$ cat src/rtl/rw_write_arbiter_pkg.sv
// Shared types and register map for the write arbiter: id/register-bus types,
// status/perf register addresses and a saturating increment helper.
package swarm;

    typedef logic [7:0] id_t;

    // Register request: single-cycle write (aw*) and read (ar*) strobes.
    typedef struct packed {
        logic        arvalid;
        logic [31:0] araddr;
        logic        awvalid;
        logic [31:0] awaddr;
    } reg_bus_t;

    typedef struct packed {
        logic        rvalid;
        logic [31:0] rdata;
    } reg_rsp_t;

    localparam logic [31:0] RW_ARB_STATUS = 32'h0000_0000;
    localparam logic [31:0] RW_ARB_GRANTS = 32'h0000_0004;
    localparam logic [31:0] RW_ARB_STALLS = 32'h0000_0008;

    function automatic logic [31:0] sat_inc32(input logic [31:0] v);
        return (v == 32'hFFFF_FFFF) ? v : v + 32'd1;
    endfunction

endpackage

$ cat src/rtl/fifo.sv
// Synchronous FIFO of 2**LOG_DEPTH entries with occupancy count; push on full
// and pop on empty are ignored. LOG_DEPTH must be at least 1.
module fifo #(
    parameter int unsigned WIDTH     = 1,
    parameter int unsigned LOG_DEPTH = 3
) (
    input  logic                 clk,
    input  logic                 rstn,
    input  logic                 push,
    input  logic [WIDTH-1:0]     din,
    input  logic                 pop,
    output logic [WIDTH-1:0]     dout,
    output logic                 full,
    output logic                 empty,
    output logic [LOG_DEPTH:0]   count
);

    localparam int unsigned DEPTH = 1 << LOG_DEPTH;

    logic [WIDTH-1:0]     mem [DEPTH];
    logic [LOG_DEPTH-1:0] wr_ptr;
    logic [LOG_DEPTH-1:0] rd_ptr;
    logic [LOG_DEPTH:0]   cnt;
    logic                 do_push;
    logic                 do_pop;

    assign empty   = (cnt == '0);
    assign full    = (cnt == (LOG_DEPTH+1)'(DEPTH));
    assign do_push = push & ~full;
    assign do_pop  = pop & ~empty;
    assign count   = cnt;
    assign dout    = mem[rd_ptr];

    always_ff @(posedge clk or negedge rstn) begin
        if (!rstn) begin
            wr_ptr <= '0;
            rd_ptr <= '0;
            cnt    <= '0;
        end else begin
            if (do_push) begin
                wr_ptr <= wr_ptr + LOG_DEPTH'(1);
            end
            if (do_pop) begin
                rd_ptr <= rd_ptr + LOG_DEPTH'(1);
            end
            cnt <= cnt + (LOG_DEPTH+1)'(do_push) - (LOG_DEPTH+1)'(do_pop);
        end
    end

    // Storage needs no reset: reads are only meaningful when not empty.
    always_ff @(posedge clk) begin
        if (do_push) begin
            mem[wr_ptr] <= din;
        end
    end

endmodule

$ cat src/rtl/rw_write_arbiter.sv
// Round-robin arbiter of N_PORTS write requesters onto one registered write port,
// with in-order acknowledge routing. Define RW_WRITE_ARB_PERF_EN for grant/stall counters.
module rw_write_arbiter
    import swarm::*;
#(
    parameter int unsigned N_PORTS         = 2,
    parameter int unsigned MAX_OUTSTANDING = 8
) (
    input  logic                 clk,
    input  logic                 rstn,

    input  logic [N_PORTS-1:0]   s_wvalid,
    output logic [N_PORTS-1:0]   s_wready,
    input  logic [31:0]          s_waddr [N_PORTS],
    input  logic [511:0]         s_wdata [N_PORTS],
    input  logic [63:0]          s_wstrb [N_PORTS],
    input  id_t                  s_wid   [N_PORTS],

    output logic [N_PORTS-1:0]   s_bvalid,
    input  logic [N_PORTS-1:0]   s_bready,
    output id_t                  s_bid,

    output logic                 m_wvalid,
    input  logic                 m_wready,
    output logic [31:0]          m_waddr,
    output logic [511:0]         m_wdata,
    output logic [63:0]          m_wstrb,
    output id_t                  m_wid,

    input  logic                 m_bvalid,
    input  id_t                  m_bid,
    output logic                 m_bready,

    input  reg_bus_t             reg_bus,
    output reg_rsp_t             reg_rsp
);

    localparam int unsigned IDX_W     = $clog2(N_PORTS);
    localparam int unsigned LOG_DEPTH = $clog2(MAX_OUTSTANDING);
    localparam int unsigned CNT_W     = LOG_DEPTH + 1;

    logic [IDX_W-1:0] rr_ptr;
    logic [IDX_W-1:0] winner;
    logic             grant_any;
    logic             load_en;
    logic             room;
    logic             accept;

    logic [IDX_W-1:0] head;
    logic             fifo_full;
    logic             fifo_empty;
    logic [CNT_W-1:0] outstanding;
    logic             pop;

    logic             err_unexpected_b;
    logic             rd_valid;
    logic [31:0]      rd_data;
    logic [31:0]      rd_mux;
    logic [31:0]      status_word;

    // Round-robin search: walk from the far end back to rr_ptr so the requester
    // closest to rr_ptr is the last (and winning) assignment.
    always_comb begin
        int               idx;
        logic [IDX_W-1:0] cand;
        winner    = rr_ptr;
        grant_any = 1'b0;
        idx       = 0;
        cand      = '0;
        for (int k = int'(N_PORTS) - 1; k >= 0; k--) begin
            idx = int'(rr_ptr) + k;
            if (idx >= int'(N_PORTS)) begin
                idx = idx - int'(N_PORTS);
            end
            cand = IDX_W'(idx);
            if (s_wvalid[cand]) begin
                winner    = cand;
                grant_any = 1'b1;
            end
        end
    end

    assign load_en  = ~m_wvalid | m_wready;
    assign room     = (outstanding < CNT_W'(MAX_OUTSTANDING));
    assign accept   = rstn & grant_any & load_en & room;
    assign s_wready = accept ? (N_PORTS'(1) << winner) : '0;

    always_ff @(posedge clk or negedge rstn) begin
        if (!rstn) begin
            rr_ptr   <= '0;
            m_wvalid <= 1'b0;
        end else begin
            if (accept) begin
                rr_ptr   <= (winner == IDX_W'(N_PORTS - 1)) ? '0 : winner + IDX_W'(1);
                m_wvalid <= 1'b1;
            end else if (m_wready) begin
                m_wvalid <= 1'b0;
            end
        end
    end

    always_ff @(posedge clk) begin
        if (accept) begin
            m_waddr <= s_waddr[winner];
            m_wdata <= s_wdata[winner];
            m_wstrb <= s_wstrb[winner];
            m_wid   <= s_wid[winner];
        end
    end

    // Issue order of requesters; acknowledges are steered to the head entry.
    fifo #(
        .WIDTH     (IDX_W),
        .LOG_DEPTH (LOG_DEPTH)
    ) u_order_fifo (
        .clk   (clk),
        .rstn  (rstn),
        .push  (accept),
        .din   (winner),
        .pop   (pop),
        .dout  (head),
        .full  (fifo_full),
        .empty (fifo_empty),
        .count (outstanding)
    );

    always_comb begin
        s_bvalid = '0;
        m_bready = 1'b0;
        if (rstn) begin
            if (fifo_empty) begin
                // Unexpected response: swallow it.
                m_bready = m_bvalid;
            end else begin
                s_bvalid[head] = m_bvalid;
                m_bready       = s_bready[head];
            end
        end
    end

    assign s_bid = m_bid;
    assign pop   = m_bvalid & m_bready & ~fifo_empty;

    always_ff @(posedge clk or negedge rstn) begin
        if (!rstn) begin
            err_unexpected_b <= 1'b0;
        end else if (m_bvalid && fifo_empty) begin
            err_unexpected_b <= 1'b1;
        end
    end

`ifdef RW_WRITE_ARB_PERF_EN
    logic [31:0] grants;
    logic [31:0] stalls;
    logic        perf_clr;

    assign perf_clr = reg_bus.awvalid &&
                      (reg_bus.awaddr == RW_ARB_GRANTS || reg_bus.awaddr == RW_ARB_STALLS);

    always_ff @(posedge clk or negedge rstn) begin
        if (!rstn) begin
            grants <= '0;
            stalls <= '0;
        end else if (perf_clr) begin
            grants <= '0;
            stalls <= '0;
        end else begin
            if (accept) begin
                grants <= sat_inc32(grants);
            end
            if (|s_wvalid && !accept) begin
                stalls <= sat_inc32(stalls);
            end
        end
    end
`endif

    assign status_word = 32'({err_unexpected_b, outstanding});

    always_comb begin
        rd_mux = '0;
        case (reg_bus.araddr)
            RW_ARB_STATUS: rd_mux = status_word;
`ifdef RW_WRITE_ARB_PERF_EN
            RW_ARB_GRANTS: rd_mux = grants;
            RW_ARB_STALLS: rd_mux = stalls;
`endif
            default:       rd_mux = '0;
        endcase
    end

    always_ff @(posedge clk or negedge rstn) begin
        if (!rstn) begin
            rd_valid <= 1'b0;
            rd_data  <= '0;
        end else begin
            rd_valid <= reg_bus.arvalid;
            if (reg_bus.arvalid) begin
                rd_data <= rd_mux;
            end
        end
    end

    assign reg_rsp.rvalid = rd_valid;
    assign reg_rsp.rdata  = rd_data;

    a_wready_onehot: assert property (@(posedge clk) disable iff (!rstn) $onehot0(s_wready));
    a_bvalid_onehot: assert property (@(posedge clk) disable iff (!rstn) $onehot0(s_bvalid));

endmodule

$ cat config.mk
export PLATFORM = sky130hd
export DESIGN_NAME = rw_write_arbiter
export DESIGN_NICKNAME = d
export VERILOG_FILES = /design/src/rtl/rw_write_arbiter_pkg.sv /design/src/rtl/fifo.sv /design/src/rtl/rw_write_arbiter.sv
export SDC_FILE = /design/constraint.sdc
export NUM_CORES = 1
export LEC_CHECK = 0
export ABC_AREA = 1
export CAP_MARGIN = 30
export CORE_AREA = 5 5 777 779
export DETAILED_ROUTE_END_ITERATION = 10
export DIE_AREA = 0 0 782 784
export SYNTH_ARGS = -nofsm -noshare
export SYNTH_HDL_FRONTEND = slang
export SYNTH_SLANG_ARGS = --single-unit
export TNS_END_PERCENT = 5
$ cat constraint.sdc
create_clock -name clk -period 17.7 [get_ports clk]
set_clock_uncertainty 0.05 [all_clocks]
set_input_delay 3.54 -clock clk [delete_from_list [all_inputs] [get_ports clk]]
set_output_delay 3.54 -clock clk [all_outputs]
set_load 0.01 [all_outputs]
==> results of run 1 <==
## critical path, cell delays in order
cell and delay (ns):
clkdlybuf4s50_1 0.58, buf_4 0.40, inv_1 0.10, nor3_1 0.55
inv_1 0.15, a21oi_1 0.40, clkdlybuf4s50_1 0.76
## cells in the mapped netlist, types with 2 or more instances
master,count
a21oi_1,2
buf_1,7
buf_2,74
buf_4,58
clkbuf_1,34
dfrtp_1,19
edfxtp_1,624
ha_1,8
inv_1,34
nand2_1,1888
nand3_1,19
nand4_1,2
nor2_1,30
nor3_1,4
o21ai_0,7
xnor2_1,2
xor2_1,2
## area by class of cell
cell class	count	area [µm²]
Fill cell	69000	536000
Timing Repair Buffer	1943	19500
Sequential cell	643	19200
Tap cell	7865	9840
Multi-Input combinational cell	1996	7670
Clock buffer	121	2620
Clock inverter	60	543
Antenna cell	163	408
Inverter	35	143
## power by group through the flow
stage               clock (µW)  combinational [µW]  sequential [µW]
global route              2200                2600             2290
CTS                       2170                2510             2280
floorplan                    0                 664             2430
global placement             0                2500             2300
finish                    2060                2450             2270
detailed placement           0                2500             2300
## kinds of logic after synthesis
| family | count (synthesis) | synth area share |
|---|---|---|
| AND/OR/NAND/NOR | 1945 | 0.264 |
| flip-flops | 643 | 0.689 |
| buffers and inverters | 208 | 0.0392 |
| AO/OA/AOI/OAI | 11 | 0.00220 |
| adder cells (fa/ha/maj) | 9 | 0.00431 |
| XOR/XNOR | 4 | 0.00126 |
| other | 1 | 0.000135 |
## metrics by stage
stage	util	setup slack, ns	total power (µW)
floorplan	-	4.22	3100
global placement	0.0942	7.30	4800
detailed placement	0.0943	7.29	4800
CTS	0.0996	7.27	6950
global route	0.100	7.14	7100
finish	0.101	7.57	6780
## registers in the layout, indices dropped and copies added (netlist names), 3 cells and up
register and count:
m_wdata 512, m_wstrb 64, m_waddr 32, m_wid 8
u_order_fifo.mem 8, rd_data 5, u_order_fifo.count 4, u_order_fifo.rd_ptr 3
u_order_fifo.wr_ptr 3
## layer usage
layer / track usage / vias up / part of all wire
li1: - / 13000 / -
met2: 0.249 / 2175 / 0.49
met5: 0 / - / 0.00085
met3: 0.0437 / 815 / 0.077
met4: 0.0353 / 56 / 0.032
met1: 0.165 / 14500 / 0.40
## worst max-delay path by stage
stage	startpoint	end
5_1_grt	rstn	s_bvalid[0]
4_1_cts	rstn	s_bvalid[0]
3_5_place_dp	rstn	s_bvalid[0]
3_3_place_gp	rstn	s_bvalid[0]
6_report	rstn	s_bvalid[0]
2_1_floorplan	s_wvalid[0]	m_waddr[0]$_DFFE_PP_
==> implementation parameters, run 1 <==
Parameter                              Value

Setup path
  Arrival time worst endpoint    6.54 ns
  Startpoint kind of the worst setup timing path    input pin
  Endpoint kind of the worst setup timing path    output port
  Number of cell instances on the worst register-to-register path    8
  Critical Path Fanout Max    21
  Critical Path RT    around 14 ns
  Worst r2r dst    m_wdata[311]$_DFFE_PP_
  FF-to-FF setup slack    between 10 and 15 ns
  Type of the worst setup path    input pin to output port
  Critical R2R Launch    m_wvalid$_DFFE_PN0P_

Pwr
  Internal cell power    4100 µW
  Switching component of the power    2680 µW
  Leakage dissipation    0.0212 µW
  Logic gate share of total power    0.361
  Power density over the cells    approximately 110 nW/µm²
  Proportion of power drawn by flip-flops and latches    0.335
  Clock share of power    0.304
  Peak supply drop    84.0 µV
  Fraction of power spent switching nets    0.395

Timing
  Final Hold Fails    0
  Number of max-slew violations in the final report    0
  Post-layout min period    10.13 ns
  Peak Freq    slightly below 100 MHz
  Post-route fraction of the period consumed by the critical path    0.572
  Accumulated negative setup slack    0 ns
  Worst Hold Slack    ~0.46 ns
  Setup repair after global routing missed its margin    no
  Count of endpoints failing setup in the final report    0
  Slew at the pin closest to its max-slew limit    1.07 ns
  Headroom to the max-slew limit    0.286

Logic synthesis
  Number of warning messages in the yosys log    0
  Biggest area consumer among synthesized cells    edfxtp_1
  Most used flip-flop cell after synthesis    edfxtp_1
  Mean instance size in the synthesized netlist    9.88 µm²
  Number of flip-flops and latches in the synthesized netlist    roughly 640
  Number of synthesized flops with an enable pin    624
  Number of distinct library cells after synthesis    24
  Sequential area share after synthesis    0.689
  Share of async-settable or async-resettable flops after synthesis    0.0295
  Top-area cell type share of the netlist area    0.672
  Count of mapped cells out of synthesis    around 2800
  Largest cells by area after synthesis    edfxtp_1, nand2_1, dfrtp_1
  Cell area after synthesis    roughly 28000 µm²

Global routing
  Global router's overall resource usage    0.141
  Antenna violations before repair    between 400 and 500
  Pin count of the biggest net entering global routing    ~130
  First-pass GRT wire length    ~510000 µm
  Total global routing overflow    0
  Via count of the first global-routing pass    between 20000 and 30000

Clocking
  TritonCTS clock tree    built
  Max Buffers Root-to-Sink    4
  Clock transition time at the flip-flop clock pins of the worst setup and hold paths    0.05 ns
  Clk root buf    clkbuf_16
  Buffers inserted during post-CTS setup optimization    0
  Hold-fix buffers, CTS    0
  Total of cells resized after clock tree synthesis    0
  Sink count of the clock tree    between 600 and 700
  CTS H-Tree Depth    3
  Worst-skew pair later-pin latency    around 0.85 ns
  Clock buffers created by TritonCTS    102

Die
  Area of the die    613000 µm²
  Chip Height    784 µm
  Placeable Area    ~600000 µm²
  Top-Level Pins    1977
  Row count    284
  Starting utilization of the core area    0.0467
  Horizontal die dimension    between 700 and 800 µm

Finish
  Non-filler instance count after layout    12800
  Layout area overhead    115%
  Most common cell after layout, fill and taps aside    nand2_1
  Fraction of layout instances using a drive strength above 1    0.0429
  Design area    59900 µm²
  Post-layout net count    between 6000 and 7000
  Most used cells in the layout excluding fill and tap cells    nand2_1, clkdlybuf4s50_1, edfxtp_1, clkbuf_16, buf_4

Worst hold path
  Startpoint of the worst hold path    err_unexpected_b$_DFFE_PN0P_
  Path category of the worst min-delay check    flip-flop to flip-flop
  Hold worst-path end    err_unexpected_b$_DFFE_PN0P_
  Worst hold stages    1

Routing
  Remaining design rule violation count    0
  Total number of vias    just over 30000
  DR WL/cell    approximately 35 µm
  Number of design-rule violations left by the first detailed-router iteration    2596
  Total wire length after detailed routing    about 450000 µm
  Remaining number of nets flagged by the antenna check after routing    0
  Pre-antenna DRT Iters    5
  Drt via density    around 2.4

Run status
  Outcome    finished clean

Placement
  # port buffers    1900
  Post-placement cell count    12500
  Placer's final routability congestion estimate    0.984
  Half-perimeter wire length after placement    between 400000 and 500000 µm
  Area after DPL    between 50000 and 60000 µm²

Flow run
  Count of max-cap constraint violations    0
No activity file was read; power rests on OpenSTA's default activity.
==> run 2: changes to the inputs <==
- clock period: 17.7 -> 9.5 ns (I/O delays scaled with it)
==> implementation parameters, run 2 (synthesized netlist as in run 1, its figures left out) <==
Parameter                              Value

Global routing
  First-pass GRT wire length    500000 µm
  Pin count of the biggest net entering global routing    149
  Total global routing overflow    0
  Antenna violations before repair    between 400 and 500
  Global router's overall resource usage    0.137
  Via count of the first global-routing pass    28800

Finish
  Design area    between 60000 and 70000 µm²
  Fraction of layout instances using a drive strength above 1    0.0475
  Most common cell after layout, fill and taps aside    nand2_1
  Layout area overhead    116%
  Largest Register    m_wdata
  Fill cell instance count of the final layout    approximately 69000
  Max reg flops    around 510
  Post-layout net count    about 6000
  Largest regs    m_wdata x512, m_wstrb x64, m_waddr x32
  Fraction of the core area covered by cells at the end of the flow    0.101
  Most used cells in the layout excluding fill and tap cells    nand2_1, clkdlybuf4s50_1, edfxtp_1, clkbuf_16, buf_4

Die
  Placeable Area    596000 µm²
  Chip Height    784 µm
  Starting utilization of the core area    0.0467
  Top-Level Pins    1977
  Area of the die    613000 µm²
  Horizontal die dimension    about 800 µm
  Row count    284

Routing
  Drt via density    2.35
  DR WL/cell    34.4 µm
  Total wire length after detailed routing    439000 µm
  Number of design-rule violations left by the first detailed-router iteration    2470
  Remaining number of nets flagged by the antenna check after routing    0
  Remaining design rule violation count    0
  Pre-antenna DRT Iters    5
  Total number of vias    30000

Timing
  Post-layout min period    6.51 ns
  Slew at the pin closest to its max-slew limit    1.19 ns
  Number of max-slew violations in the final report    0
  Count of endpoints failing setup in the final report    0
  Worst Hold Slack    0.439 ns
  Peak Freq    154 MHz
  Final Hold Fails    0
  Post-route fraction of the period consumed by the critical path    0.685
  Setup repair after global routing missed its margin    no
  Headroom to the max-slew limit    0.210

Placement
  # port buffers    1900
  Half-perimeter wire length after placement    399000 µm
  Area after DPL    56400 µm²
  Placer's final routability congestion estimate    ~1

Setup path
  Startpoint kind of the worst setup timing path    input pin
  Critical Path RT    7.55 ns
  Arrival time worst endpoint    4.56 ns
  Type of the worst setup path    input pin to output port
  Endpoint kind of the worst setup timing path    output port
  Critical Path Fanout Max    21
  Number of cell instances on the worst register-to-register path    13

Clocking
  Worst-skew pair later-pin latency    about 0.83 ns
  Buffers inserted during post-CTS setup optimization    0
  Clock buffers created by TritonCTS    101
  CTS H-Tree Depth    3
  Sink count of the clock tree    643
  Total of cells resized after clock tree synthesis    0
  Clock transition time at the flip-flop clock pins of the worst setup and hold paths    0.06 ns
  TritonCTS clock tree    built
  Hold-fix buffers, CTS    0
  Max Buffers Root-to-Sink    4
  Clk root buf    clkbuf_16

Worst hold path
  Worst hold stages    1
  Path category of the worst min-delay check    flip-flop to flip-flop

Pwr
  Proportion of power drawn by flip-flops and latches    0.330
  Switching component of the power    4920 µW
  Fraction of power spent switching nets    0.388
  Leakage dissipation    between 0.02 and 0.025 µW
  Logic gate share of total power    0.359
  Peak supply drop    144 µV
  Power density over the cells    211 nW/µm²
  Clock share of power    0.311
  Internal cell power    7770 µW

Flow run
  Count of max-cap constraint violations    0

Run status
  Outcome    finished clean
## run 2: cell types whose count changed in the layout (fill, tap and decap cells not counted), moves of 5 or more
| cell | previous run | this run |
|---|---|---|
| clkinv_2 | 20 | 9 |
| clkdlybuf4s50_1 | 1887 | 1880 |
| clkinvlp_4 | 6 | 15 |
| buf_12 | 3 | 8 |
| clkinv_4 | 1 | 8 |
| diode_2 | 163 | 96 |
| inv_6 | 8 | 3 |
## run 2: final cells by class
type                    instances  area [µm²]  area share
multi-input cells            1996        7700       0.128
clock buffers                 118        2600      0.0433
well taps                    7865        9840       0.164
repair buffers               1946       19600       0.327
flip-flops and latches        643       19200       0.320
inverters                      35         143     0.00237
clock inverters                62         714      0.0119
diodes                         96         240     0.00400
## run 2: worst max-delay path, stage by stage
cell	delay [ns]
clkbuf_2	0.60
inv_1	0.14
nor3_1	0.72
inv_1	0.15
a21oi_1	0.30
clkdlybuf4s50_1	0.70
## run 2: power groups by stage
stage / clock network, µW / logic [µW] / registers, µW
after detailed placement: 0 / 4690 / 4230
after global placement: 0 / 4680 / 4230
final: 3950 / 4560 / 4180
after global routing: 4220 / 4920 / 4220
after CTS: 4150 / 4720 / 4190
after floorplan: 0 / 1240 / 4530
## run 2: final timing paths
check / start / endpoint / slack, ns
worst max-delay path: rstn / s_bvalid[0] / 2.99
worst min-delay path: err_unexpected_b$_DFFE_PN0P_ / err_unexpected_b$_DFFE_PN0P_ / 0.44
worst max register to register: u_order_fifo.count[3]$_DFF_PN0_ / u_order_fifo.count[2]$_DFF_PN0_ / 5.39
worst min register to register: err_unexpected_b$_DFFE_PN0P_ / err_unexpected_b$_DFFE_PN0P_ / 0.44
max in group asynchronous: rstn / u_order_fifo.count[2]$_DFF_PN0_ / 7.74
min in group asynchronous: rstn / m_wvalid$_DFFE_PN0P_ / 1.09
## run 2: per-layer routing
layer,part of all wire,track usage,vias to the layer above
li1,-,-,13000
met1,0.37,0.149,14000
met2,0.50,0.247,2154
met3,0.093,0.0558,807
met4,0.030,0.0314,54
met5,0.00080,0,-
## run 2: metrics by stage
| stage | std cells | TNS, ns | power, µW | worst slack [ns] |
|---|---|---|---|---|
| 6_report | 12800 | 0 | 12700 | 2.99 |
| 5_1_grt | 12700 | 0 | 13400 | 2.64 |
| 4_1_cts | 12700 | 0 | 13100 | 2.82 |
| 3_5_place_dp | 12500 | 0 | 8920 | 2.84 |
| 3_3_place_gp | 12500 | 0 | 8910 | 2.87 |
| 2_1_floorplan | 2847 | -1465.19 | 5780 | -2.33 |
==> run 3: changes to the inputs <==
- clock period: 9.5 -> 6.4 ns (I/O delays scaled with it)
==> implementation parameters, run 3 (synthesized netlist as in run 1, its figures left out) <==
Parameter                              Value

Clocking
  Clock buffers created by TritonCTS    a little under 100
  Sink count of the clock tree    ~640
  Clk root buf    clkbuf_16
  Buffers inserted during post-CTS setup optimization    0
  CTS H-Tree Depth    3
  Hold-fix buffers, CTS    0
  Clock transition time at the flip-flop clock pins of the worst setup and hold paths    0.07 ns
  Worst-skew pair later-pin latency    0.86 ns
  TritonCTS clock tree    built
  Total of cells resized after clock tree synthesis    0
  Max Buffers Root-to-Sink    4

Die
  Placeable Area    just under 600000 µm²
  Horizontal die dimension    782 µm
  Area of the die    613000 µm²
  Starting utilization of the core area    0.0467
  Row count    284
  Top-Level Pins    about 2000
  Chip Height    784 µm

Timing
  Worst Hold Slack    0.477 ns
  Headroom to the max-slew limit    0.321
  Count of endpoints failing setup in the final report    0
  Number of max-slew violations in the final report    0
  Accumulated negative setup slack    0 ns
  Post-route fraction of the period consumed by the critical path    0.809
  Setup repair after global routing missed its margin    no
  Post-layout min period    between 5 and 6 ns
  Peak Freq    193 MHz
  Final Hold Fails    0
  Slew at the pin closest to its max-slew limit    just over 1 ns

Finish
  Largest Register    m_wdata
  Fraction of the core area covered by cells at the end of the flow    0.100
  Largest regs    m_wdata x512, m_wstrb x64, m_waddr x32
  Most used cells in the layout excluding fill and tap cells    nand2_1, clkdlybuf4s50_1, edfxtp_1, clkbuf_16, buf_4
  Fraction of layout instances using a drive strength above 1    0.0465
  Most common cell after layout, fill and taps aside    nand2_1
  Design area    59800 µm²
  Post-layout net count    6050
  Max reg flops    around 500
  Layout area overhead    115%

Setup path
  Arrival time worst endpoint    between 3 and 4 ns
  Startpoint kind of the worst setup timing path    flip-flop
  Endpoint kind of the worst setup timing path    output port
  Type of the worst setup path    flip-flop to output port
  Critical Path RT    5.07 ns
  Critical Path Fanout Max    5

Routing
  Total number of vias    30700
  Number of design-rule violations left by the first detailed-router iteration    3133
  Total wire length after detailed routing    432000 µm
  Pre-antenna DRT Iters    5
  DR WL/cell    33.9 µm
  Remaining design rule violation count    0
  Remaining number of nets flagged by the antenna check after routing    0
  Drt via density    2.41

Global routing
  First-pass GRT wire length    approximately 490000 µm
  Total global routing overflow    0
  Via count of the first global-routing pass    28500
  Antenna violations before repair    456
  Pin count of the biggest net entering global routing    around 140
  Global router's overall resource usage    0.134

Pwr
  Leakage dissipation    0.0213 µW
  Final Power    18300 µW
  Peak supply drop    180 µV
  Power density over the cells    306 nW/µm²

Placement
  # port buffers    1900
  Area after DPL    56500 µm²
  Half-perimeter wire length after placement    392000 µm
  Placer's final routability congestion estimate    about 1.0

Run status
  Outcome    finished clean

Flow run
  Count of max-cap constraint violations    0

Worst hold path
  Path category of the worst min-delay check    flip-flop to flip-flop
## run 3: power breakdown
| group | leakage, µW | switching, µW | internal [µW] |
|---|---|---|---|
| logic | 0.0138 | 4250 | 2380 |
| registers | 0.00604 | 328 | 5790 |
| clock network | 0.00150 | 2380 | 3180 |
| total | 0.0213 | 6960 | 11400 |
## run 3: path summary, 6_finish.rpt
check,from,endpoint,slack [ns],cells past startpoint
min in group asynchronous,rstn,m_wvalid$_DFFE_PN0P_,0.73,3
max in group asynchronous,rstn,rd_valid$_DFF_PN0_,5.18,3
worst min-delay path,rd_data[0]$_DFFE_PN0P_,rd_data[0]$_DFFE_PN0P_,0.48,2
worst max register to register,u_order_fifo.count[3]$_DFF_PN0_,u_order_fifo.count[2]$_DFF_PN0_,3.15,13
worst max-delay path,u_order_fifo.count[3]$_DFF_PN0_,s_bvalid[1],1.22,8
worst min register to register,rd_data[0]$_DFFE_PN0P_,rd_data[0]$_DFFE_PN0P_,0.48,2
## run 3: worst max-delay path: stages, from the launching register on
cell and delay [ns]:
dfrtp_1 0.74, inv_1 0.10, ha_1 0.20, nand3_1 0.16, inv_1 0.08, nor3_1 0.42, inv_1 0.12, nor2_1 0.36
clkdlybuf4s50_1 0.82
## run 3: per-layer routing
| layer | share of wire | wire length, µm | up-vias | track usage |
|---|---|---|---|---|
| met4 | 0.037 | 16000 | 76 | 0.0345 |
| met1 | 0.37 | 161000 | 14400 | 0.150 |
| met5 | 0.0012 | 499 | - | 0.00380 |
| li1 | - | - | 12900 | - |
| met2 | 0.49 | 213000 | 2383 | 0.238 |
| met3 | 0.096 | 41600 | 939 | 0.0511 |
## run 3: area by class of cell
cell class / instances / area (µm²)
tap: 7865 / 9840
timing repair buffer: 1954 / 19700
sequential: 643 / 19200
inverter: 35 / 143
clock inverter: 56 / 581
clock buffer: 112 / 2480
multi-input combinational: 1996 / 7700
antenna: 64 / 160
fill: 68900 / 536000
## run 3: per-stage QoR
step / instances / worst slack, ns
finish: 12700 / 1.22
global route: 12700 / 0.878
CTS: 12700 / 0.954
detailed placement: 12500 / 1.32
global placement: 12500 / 1.34
floorplan: 2847 / -4.81
